$ cat config.mk
export PLATFORM = sky130hd
export DESIGN_NAME = pipe_stall_ctrl_flat
export DESIGN_NICKNAME = d
export VERILOG_FILES = /design/src/rtl/pipe_stall_ctrl_pkg.sv /design/src/rtl/pipe_stall_ctrl_if.sv /design/src/rtl/pipe_stall_ctrl_md_busy_timer.sv /design/src/rtl/pipe_stall_ctrl.sv /design/src/flat_wrapper.sv
export SDC_FILE = /design/constraint.sdc
export NUM_CORES = 1
export LEC_CHECK = 0
export ABC_AREA = 0
export CORE_AREA = 2 2 65 67
export DETAILED_ROUTE_END_ITERATION = 10
export DIE_AREA = 0 0 67 69
export PLACE_DENSITY = 0.82
export SLEW_MARGIN = 25
export SYNTH_ARGS = -nofsm -noshare
export SYNTH_HDL_FRONTEND = slang
export SYNTH_HIERARCHICAL = 1
export SYNTH_SLANG_ARGS = --single-unit
$ cat constraint.sdc
create_clock -name clk -period 2.1 [get_ports clk]
set_input_delay 0.525 -clock clk [delete_from_list [all_inputs] [get_ports clk]]
set_output_delay 0.525 -clock clk [all_outputs]
set_load 0.05 [all_outputs]
$ cat src/rtl/pipe_stall_ctrl_pkg.sv
// Shared encodings and defaults for the pipeline stall/flush sequencer.
// Covers Tuse/Tnew values, mult/div latencies and the HI/LO timer states.
package pipe_ctrl_pkg;

    localparam logic [1:0] TUSE_0     = 2'd0;
    localparam logic [1:0] TUSE_1     = 2'd1;
    localparam logic [1:0] TUSE_2     = 2'd2;
    localparam logic [1:0] TUSE_NEVER = 2'd3;

    localparam logic [1:0] TNEW_0     = 2'd0;
    localparam logic [1:0] TNEW_1     = 2'd1;
    localparam logic [1:0] TNEW_2     = 2'd2;
    localparam logic [1:0] TNEW_NEVER = 2'd3;

    localparam int MULT_CYCLES_DEF = 5;
    localparam int DIV_CYCLES_DEF  = 10;
    localparam int CNT_W_DEF       = 4;

    typedef enum logic {
        MD_IDLE = 1'b0,
        MD_BUSY = 1'b1
    } md_state_t;

endpackage

$ cat src/rtl/pipe_stall_ctrl_if.sv
// Hazard inputs and stall/flush controls between the D-stage decode and the stall sequencer.
// The master modport belongs to the pipeline, the slave modport to pipe_stall_ctrl.
interface pipe_stall_ctrl_if;

    logic [4:0]  D_rs;
    logic [4:0]  D_rt;
    logic [1:0]  D_rs_tuse;
    logic [1:0]  D_rt_tuse;
    logic        D_is_md;
    logic [4:0]  E_wa;
    logic [1:0]  E_tnew;
    logic [4:0]  M_wa;
    logic [1:0]  M_tnew;
    logic        E_md_start;
    logic        E_md_div;
    logic        exc_req;

    logic        F_en;
    logic        D_en;
    logic        E_clr;
    logic        req;
    logic        md_busy;
    logic        stall;
    logic [31:0] perf_stall;
    logic [31:0] perf_md;

    modport master (
        output D_rs, D_rt, D_rs_tuse, D_rt_tuse, D_is_md,
               E_wa, E_tnew, M_wa, M_tnew,
               E_md_start, E_md_div, exc_req,
        input  F_en, D_en, E_clr, req, md_busy, stall, perf_stall, perf_md
    );

    modport slave (
        input  D_rs, D_rt, D_rs_tuse, D_rt_tuse, D_is_md,
               E_wa, E_tnew, M_wa, M_tnew,
               E_md_start, E_md_div, exc_req,
        output F_en, D_en, E_clr, req, md_busy, stall, perf_stall, perf_md
    );

endinterface

$ cat src/rtl/pipe_stall_ctrl_md_busy_timer.sv
// HI/LO busy timer: models mult/div latency with an IDLE/BUSY FSM and a down-counter.
module md_busy_timer
    import pipe_ctrl_pkg::*;
#(
    parameter int MULT_CYCLES = MULT_CYCLES_DEF,
    parameter int DIV_CYCLES  = DIV_CYCLES_DEF,
    parameter int CNT_W       = CNT_W_DEF
) (
    input  logic clk,
    input  logic reset,
    input  logic start,
    input  logic is_div,
    input  logic flush,
    output logic busy
);

    md_state_t        state;
    logic [CNT_W-1:0] count;

    // A flushed mult/div never loads; once loaded the count runs to zero even across exceptions.
    always_ff @(posedge clk) begin
        if (reset) begin
            state <= MD_IDLE;
            count <= '0;
            busy  <= 1'b0;
        end else begin
            case (state)
                MD_IDLE: begin
                    if (start && !flush) begin
                        count <= is_div ? CNT_W'(DIV_CYCLES) : CNT_W'(MULT_CYCLES);
                        state <= MD_BUSY;
                        busy  <= 1'b1;
                    end
                end
                MD_BUSY: begin
                    if (count != '0) begin
                        count <= count - 1'b1;
                    end
                    if (count <= CNT_W'(1)) begin
                        state <= MD_IDLE;
                        busy  <= 1'b0;
                    end
                end
            endcase
        end
    end

endmodule

$ cat src/rtl/pipe_stall_ctrl.sv
// Stall/flush sequencer for the 5-stage pipeline: Tuse/Tnew hazards, mult/div occupancy, exceptions.
// Optional stall performance counters are built when PERF_CNT_EN is defined.
module pipe_stall_ctrl
    import pipe_ctrl_pkg::*;
#(
    parameter int MULT_CYCLES = MULT_CYCLES_DEF,
    parameter int DIV_CYCLES  = DIV_CYCLES_DEF,
    parameter int CNT_W       = CNT_W_DEF
) (
    input  logic              clk,
    input  logic              reset,
    pipe_stall_ctrl_if.slave  bus
);

    logic timer_busy;
    logic hz_rs;
    logic hz_rt;
    logic md_stall;
    logic stall_int;

    md_busy_timer #(
        .MULT_CYCLES (MULT_CYCLES),
        .DIV_CYCLES  (DIV_CYCLES),
        .CNT_W       (CNT_W)
    ) u_md_timer (
        .clk    (clk),
        .reset  (reset),
        .start  (bus.E_md_start),
        .is_div (bus.E_md_div),
        .flush  (bus.exc_req),
        .busy   (timer_busy)
    );

    // $0 is hardwired, so a match on register zero is never a hazard.
    always_comb begin
        hz_rs = (bus.D_rs != 5'd0) &&
                (((bus.D_rs == bus.E_wa) && (bus.D_rs_tuse < bus.E_tnew)) ||
                 ((bus.D_rs == bus.M_wa) && (bus.D_rs_tuse < bus.M_tnew)));
        hz_rt = (bus.D_rt != 5'd0) &&
                (((bus.D_rt == bus.E_wa) && (bus.D_rt_tuse < bus.E_tnew)) ||
                 ((bus.D_rt == bus.M_wa) && (bus.D_rt_tuse < bus.M_tnew)));
    end

    assign bus.md_busy = timer_busy | bus.E_md_start;
    assign md_stall    = bus.D_is_md & bus.md_busy;

    // An exception flushes everything, so it always wins over a pending stall.
    assign stall_int = (hz_rs | hz_rt | md_stall) & ~bus.exc_req;
    assign bus.stall = stall_int;
    assign bus.F_en  = ~stall_int;
    assign bus.D_en  = ~stall_int;
    assign bus.E_clr = stall_int;
    assign bus.req   = bus.exc_req;

`ifdef PERF_CNT_EN
    logic [31:0] perf_stall_q;
    logic [31:0] perf_md_q;

    always_ff @(posedge clk) begin
        if (reset) begin
            perf_stall_q <= '0;
            perf_md_q    <= '0;
        end else begin
            if (stall_int) begin
                perf_stall_q <= perf_stall_q + 32'd1;
            end
            if (md_stall && !bus.exc_req) begin
                perf_md_q <= perf_md_q + 32'd1;
            end
        end
    end

    assign bus.perf_stall = perf_stall_q;
    assign bus.perf_md    = perf_md_q;
`else
    assign bus.perf_stall = 32'd0;
    assign bus.perf_md    = 32'd0;
`endif

endmodule
$ cat src/flat_wrapper.sv
// flat-port wrapper written by rule: the top's interface ports become plain ports
module pipe_stall_ctrl_flat import pipe_ctrl_pkg::*;
#(
    parameter int MULT_CYCLES = MULT_CYCLES_DEF,
    parameter int DIV_CYCLES  = DIV_CYCLES_DEF,
    parameter int CNT_W       = CNT_W_DEF
)
  (clk, reset, bus_D_rs, bus_D_rt, bus_D_rs_tuse, bus_D_rt_tuse, bus_D_is_md, bus_E_wa, bus_E_tnew, bus_M_wa, bus_M_tnew, bus_E_md_start, bus_E_md_div, bus_exc_req, bus_F_en, bus_D_en, bus_E_clr, bus_req, bus_md_busy, bus_stall, bus_perf_stall, bus_perf_md);
  pipe_stall_ctrl_if bus_i ();
  input  logic clk;
  input  logic reset;
  input wire logic [$bits(bus_i.D_rs)-1:0] bus_D_rs;
  input wire logic [$bits(bus_i.D_rt)-1:0] bus_D_rt;
  input wire logic [$bits(bus_i.D_rs_tuse)-1:0] bus_D_rs_tuse;
  input wire logic [$bits(bus_i.D_rt_tuse)-1:0] bus_D_rt_tuse;
  input wire logic [$bits(bus_i.D_is_md)-1:0] bus_D_is_md;
  input wire logic [$bits(bus_i.E_wa)-1:0] bus_E_wa;
  input wire logic [$bits(bus_i.E_tnew)-1:0] bus_E_tnew;
  input wire logic [$bits(bus_i.M_wa)-1:0] bus_M_wa;
  input wire logic [$bits(bus_i.M_tnew)-1:0] bus_M_tnew;
  input wire logic [$bits(bus_i.E_md_start)-1:0] bus_E_md_start;
  input wire logic [$bits(bus_i.E_md_div)-1:0] bus_E_md_div;
  input wire logic [$bits(bus_i.exc_req)-1:0] bus_exc_req;
  output wire logic [$bits(bus_i.F_en)-1:0] bus_F_en;
  output wire logic [$bits(bus_i.D_en)-1:0] bus_D_en;
  output wire logic [$bits(bus_i.E_clr)-1:0] bus_E_clr;
  output wire logic [$bits(bus_i.req)-1:0] bus_req;
  output wire logic [$bits(bus_i.md_busy)-1:0] bus_md_busy;
  output wire logic [$bits(bus_i.stall)-1:0] bus_stall;
  output wire logic [$bits(bus_i.perf_stall)-1:0] bus_perf_stall;
  output wire logic [$bits(bus_i.perf_md)-1:0] bus_perf_md;
  assign bus_i.D_rs = bus_D_rs;
  assign bus_i.D_rt = bus_D_rt;
  assign bus_i.D_rs_tuse = bus_D_rs_tuse;
  assign bus_i.D_rt_tuse = bus_D_rt_tuse;
  assign bus_i.D_is_md = bus_D_is_md;
  assign bus_i.E_wa = bus_E_wa;
  assign bus_i.E_tnew = bus_E_tnew;
  assign bus_i.M_wa = bus_M_wa;
  assign bus_i.M_tnew = bus_M_tnew;
  assign bus_i.E_md_start = bus_E_md_start;
  assign bus_i.E_md_div = bus_E_md_div;
  assign bus_i.exc_req = bus_exc_req;
  assign bus_F_en = bus_i.F_en;
  assign bus_D_en = bus_i.D_en;
  assign bus_E_clr = bus_i.E_clr;
  assign bus_req = bus_i.req;
  assign bus_md_busy = bus_i.md_busy;
  assign bus_stall = bus_i.stall;
  assign bus_perf_stall = bus_i.perf_stall;
  assign bus_perf_md = bus_i.perf_md;
  pipe_stall_ctrl #(.MULT_CYCLES(MULT_CYCLES), .DIV_CYCLES(DIV_CYCLES), .CNT_W(CNT_W)) u_core (.clk(clk), .reset(reset), .bus(bus_i));
endmodule
==> impl_metrics.py <==
metrics = {
    "detailed_routing": {
        "first_pass_iters": 4,
        "ant_nets": 0,
        "vias": 968,
        "vias_per_cell": 3.84,
        "wirelength_um": 2490,
        "drc": 0,
        "routedWlPerCell_um": 9.90,
        "drt_iter0_markers": 48,
    },
    "critical_path": {
        "critPathMaxStageDelay_ns": 0.27,
        "cp_max_fo": 3,
        "crit_path_end": "bus_D_en",
        "reg2reg_depth": 6,
        "worst-path-buf-inv": 2,
        "cp-end-kind": "output pin",
        "worst-endpoint-arrival_ns": 1.86,
        "worst-r2r-setup-slack_ns": 0.66,
        "cp_top_family": "compound AO/OA/AOI/OAI gates",
        "worst_setup_path_start_kind": "input port",
        "crit_cells": 7,
        "path_cells": "buf_2, xor2_1, nor4_2, nand4_1, o2bb2ai_4, a31o_4, buf_12",
        "worstReg2RegStart": "u_core/u_md_timer/count[0]",
        "reg2reg_to": "u_core/u_md_timer/count[3]",
        "critPathRequiredTime_ns": 1.57,
        "slowest_stage": "a31o_4",
        "worstSetupPathType": "in -> out",
        "crit_path_start": "bus_D_rs[3]",
    },
    "place": {
        "place.gp.congestion": 0.842,
        "dpl.cell_count": 249,
        "dpl.hpwl_um": 2180,
        "io_buffers": 39,
    },
    "floorplanning": {
        "fp.dieArea_um2": 4620,
        "num_io_pins": 104,
        "die_w_um": 67,
        "die_h_um": 69,
        "initial_utilization": 0.310,
        "rows": 23,
        "core_area_um2": 3910,
    },
    "cts": {
        "clkSlewWorstSetupHoldPaths_ns": 0.04,
        "htree_levels": 1,
        "clockBufferDepth": 2,
        "cts_tree": "built",
        "clock_latency_ns": 0.22,
        "clock-root-buffer": "clkbuf_8",
        "numCtsBuffers": 3,
        "clock_sinks": 6,
    },
    "synth": {
        "syn_area_um2": 1210,
        "synth-seq-cells": 6,
        "synth-main-ff-cell": "dfxtp_1",
        "synthTopCellsByArea": "buf_4 (41%), xor2_1 (13%), dfxtp_1 (9.9%), ha_1 (6.2%), nor2_1 (2.8%)",
        "synth_cells": 158,
        "synth_commonest_cells": "buf_4 (67), xor2_1 (18), nor2_1 (9)",
        "synth_cell_type_count": 34,
        "yosys.area.top_type": "buf_4",
        "syn_avg_cell_area_um2": 7.68,
        "async_reset_ff_frac": 0,
        "synth_top_area_share": 0.414,
        "synth_seq_area_share": 0.0990,
        "synth_edf_count": 0,
        "synth_most_common_cell": "buf_4",
        "yosysWarnings": 6,
    },
    "grt": {
        "track_usage": 0.0996,
        "grt_pass1_vias": 854,
        "antenna_found_initial": 0,
        "grt_pass1_wl_um": 3590,
        "grt_max_degree": 13,
        "overflow": 0,
    },
    "final_layout": {
        "drive_gt1_frac": 0.312,
        "nets": 244,
        "finalNonFillerCells": 252,
        "area_growth_pct": 36.5,
        "fillers": 410,
        "diodes": 0,
    },
    "job": {
        "cap_violations": 0,
    },
    "power_and_ir_drop": {
        "peakVddDrop_mv": 0.226,
        "fin_total_pwr_mw": 0.861,
        "powerDensity_nw_per_um2": 520,
        "leakagePower_nw": 0.783,
    },
    "timing": {
        "min_period_ns": 2.38,
        "setup_viol": 4,
        "final_hold_viol_count": 0,
        "rsz0062_at_grt": "true",
        "setup_ws_ns": -0.281,
        "drv_slew": 0,
        "fin_crit_sh": 1.13,
        "max_freq_mhz": 420,
        "skew_ns": 0.000129,
        "whs_ns": 0.520,
    },
    "min_path": {
        "min_path_type": "reg -> reg",
    },
    "run_status": {
        "status": "complete, but fails checks",
        "failed_checks": "setup timing",
    },
}
[worst min-delay path by stage]
stage                     depth (start not counted)                    endpoint                        from  slack (ns)
after floorplan                                   2      u_core/u_md_timer/busy      u_core/u_md_timer/busy        0.47
after global placement                            2      u_core/u_md_timer/busy      u_core/u_md_timer/busy        0.49
after detailed placement                          2      u_core/u_md_timer/busy      u_core/u_md_timer/busy        0.52
after CTS                                         2      u_core/u_md_timer/busy      u_core/u_md_timer/busy        0.52
after global routing                              2  u_core/u_md_timer/count[3]  u_core/u_md_timer/count[3]        0.55
final                                             2  u_core/u_md_timer/count[3]  u_core/u_md_timer/count[3]        0.52
[sequential cells by signal (all words and copies together), names as in the netlist]
register	count
u_core/u_md_timer/count	4
u_core/u_md_timer/busy	1
u_core/u_md_timer/state	1
[where the power goes]
group	total (mW)	internal (mW)	switching [mW]	leakage, nW
clock network	0.172	0.123	0.0493	0.0216
logic	0.550	0.151	0.399	0.712
registers	0.139	0.126	0.0134	0.0493
total	0.861	0.400	0.461	0.783
[what timing repair did]
action                                  CTS  global route
endpoints found under the setup margin    4             4
cloned                                    0             0
resized for setup                       114            10
hold buffers                              0             0
buffers inserted                          0             0
pin swaps                                22             7
[cells in the final DEF, fill, tap and decap left out, types with 2 or more instances in the layout]
| cell type | Yosys | routed |
|---|---|---|
| buf_12 | 0 | 5 |
| dlygate4sd2_1 | 0 | 8 |
| xnor2_1 | 3 | 3 |
| buf_2 | 1 | 13 |
| inv_2 | 0 | 4 |
| or2_2 | 2 | 2 |
| a311oi_1 | 2 | 2 |
| buf_6 | 0 | 8 |
| conb_1 | 1 | 64 |
| nor2_1 | 9 | 9 |
| o2bb2ai_4 | 0 | 2 |
| nand2_1 | 4 | 4 |
| nand3_2 | 0 | 3 |
| dfxtp_1 | 6 | 6 |
| clkbuf_8 | 0 | 3 |
| inv_1 | 7 | 3 |
| buf_4 | 67 | 6 |
| clkdlybuf4s50_1 | 0 | 5 |
| nor4_2 | 0 | 2 |
| xor2_1 | 18 | 15 |
| o21ai_2 | 0 | 4 |
| ha_1 | 6 | 5 |
| xor2_4 | 0 | 2 |
[tightest hold or removal path: cells and delay by family, from the launching register on]
kind | cells | cell delay, ns
flip-flops | 1 | 0.33
AND/OR/NAND/NOR | 1 | 0.06
AO/OA/AOI/OAI | 1 | 0.07
[per-stage QoR]
stage          worst slack [ns]  cell area [µm²]   util  setup TNS (ns)
2_1_floorplan            -0.271             1490      -          -0.498
3_3_place_gp             -0.687             1530  0.391           -2.69
3_5_place_dp             -0.757             1530  0.391           -2.96
4_1_cts                  -0.274             1590  0.405           -1.05
5_1_grt                  -0.352             1660  0.423           -1.39
6_report                 -0.281             1660  0.423           -1.10
[kinds of logic (layout without fill, tap and decap cells)]
logic type,count (synthesis),in the layout,synth area share
other,1,64,0.00309
AO/OA/AOI/OAI,18,18,0.108
buffers and inverters,75,56,0.440
adder cells (fa/ha/maj),6,6,0.0619
multiplexers,1,1,0.00825
flip-flops,6,6,0.0990
XOR/XNOR,21,21,0.152
AND/OR/NAND/NOR,30,30,0.128
[per-layer routing]
layer  wire length [µm]  GRT usage
met1                904      0.112
met3                220     0.0196
met5                  0          0
met2               1320      0.174
met4                 45     0.0476
[final cells by class]
type,instances,area [µm²],area share
well taps,50,62.6,0.0378
clock buffers,3,41.3,0.0249
multi-input cells,140,976,0.589
repair buffers,46,430,0.260
inverters,7,26.3,0.0159
flip-flops and latches,6,120,0.0725
No activity file was read; power rests on OpenSTA's default activity.
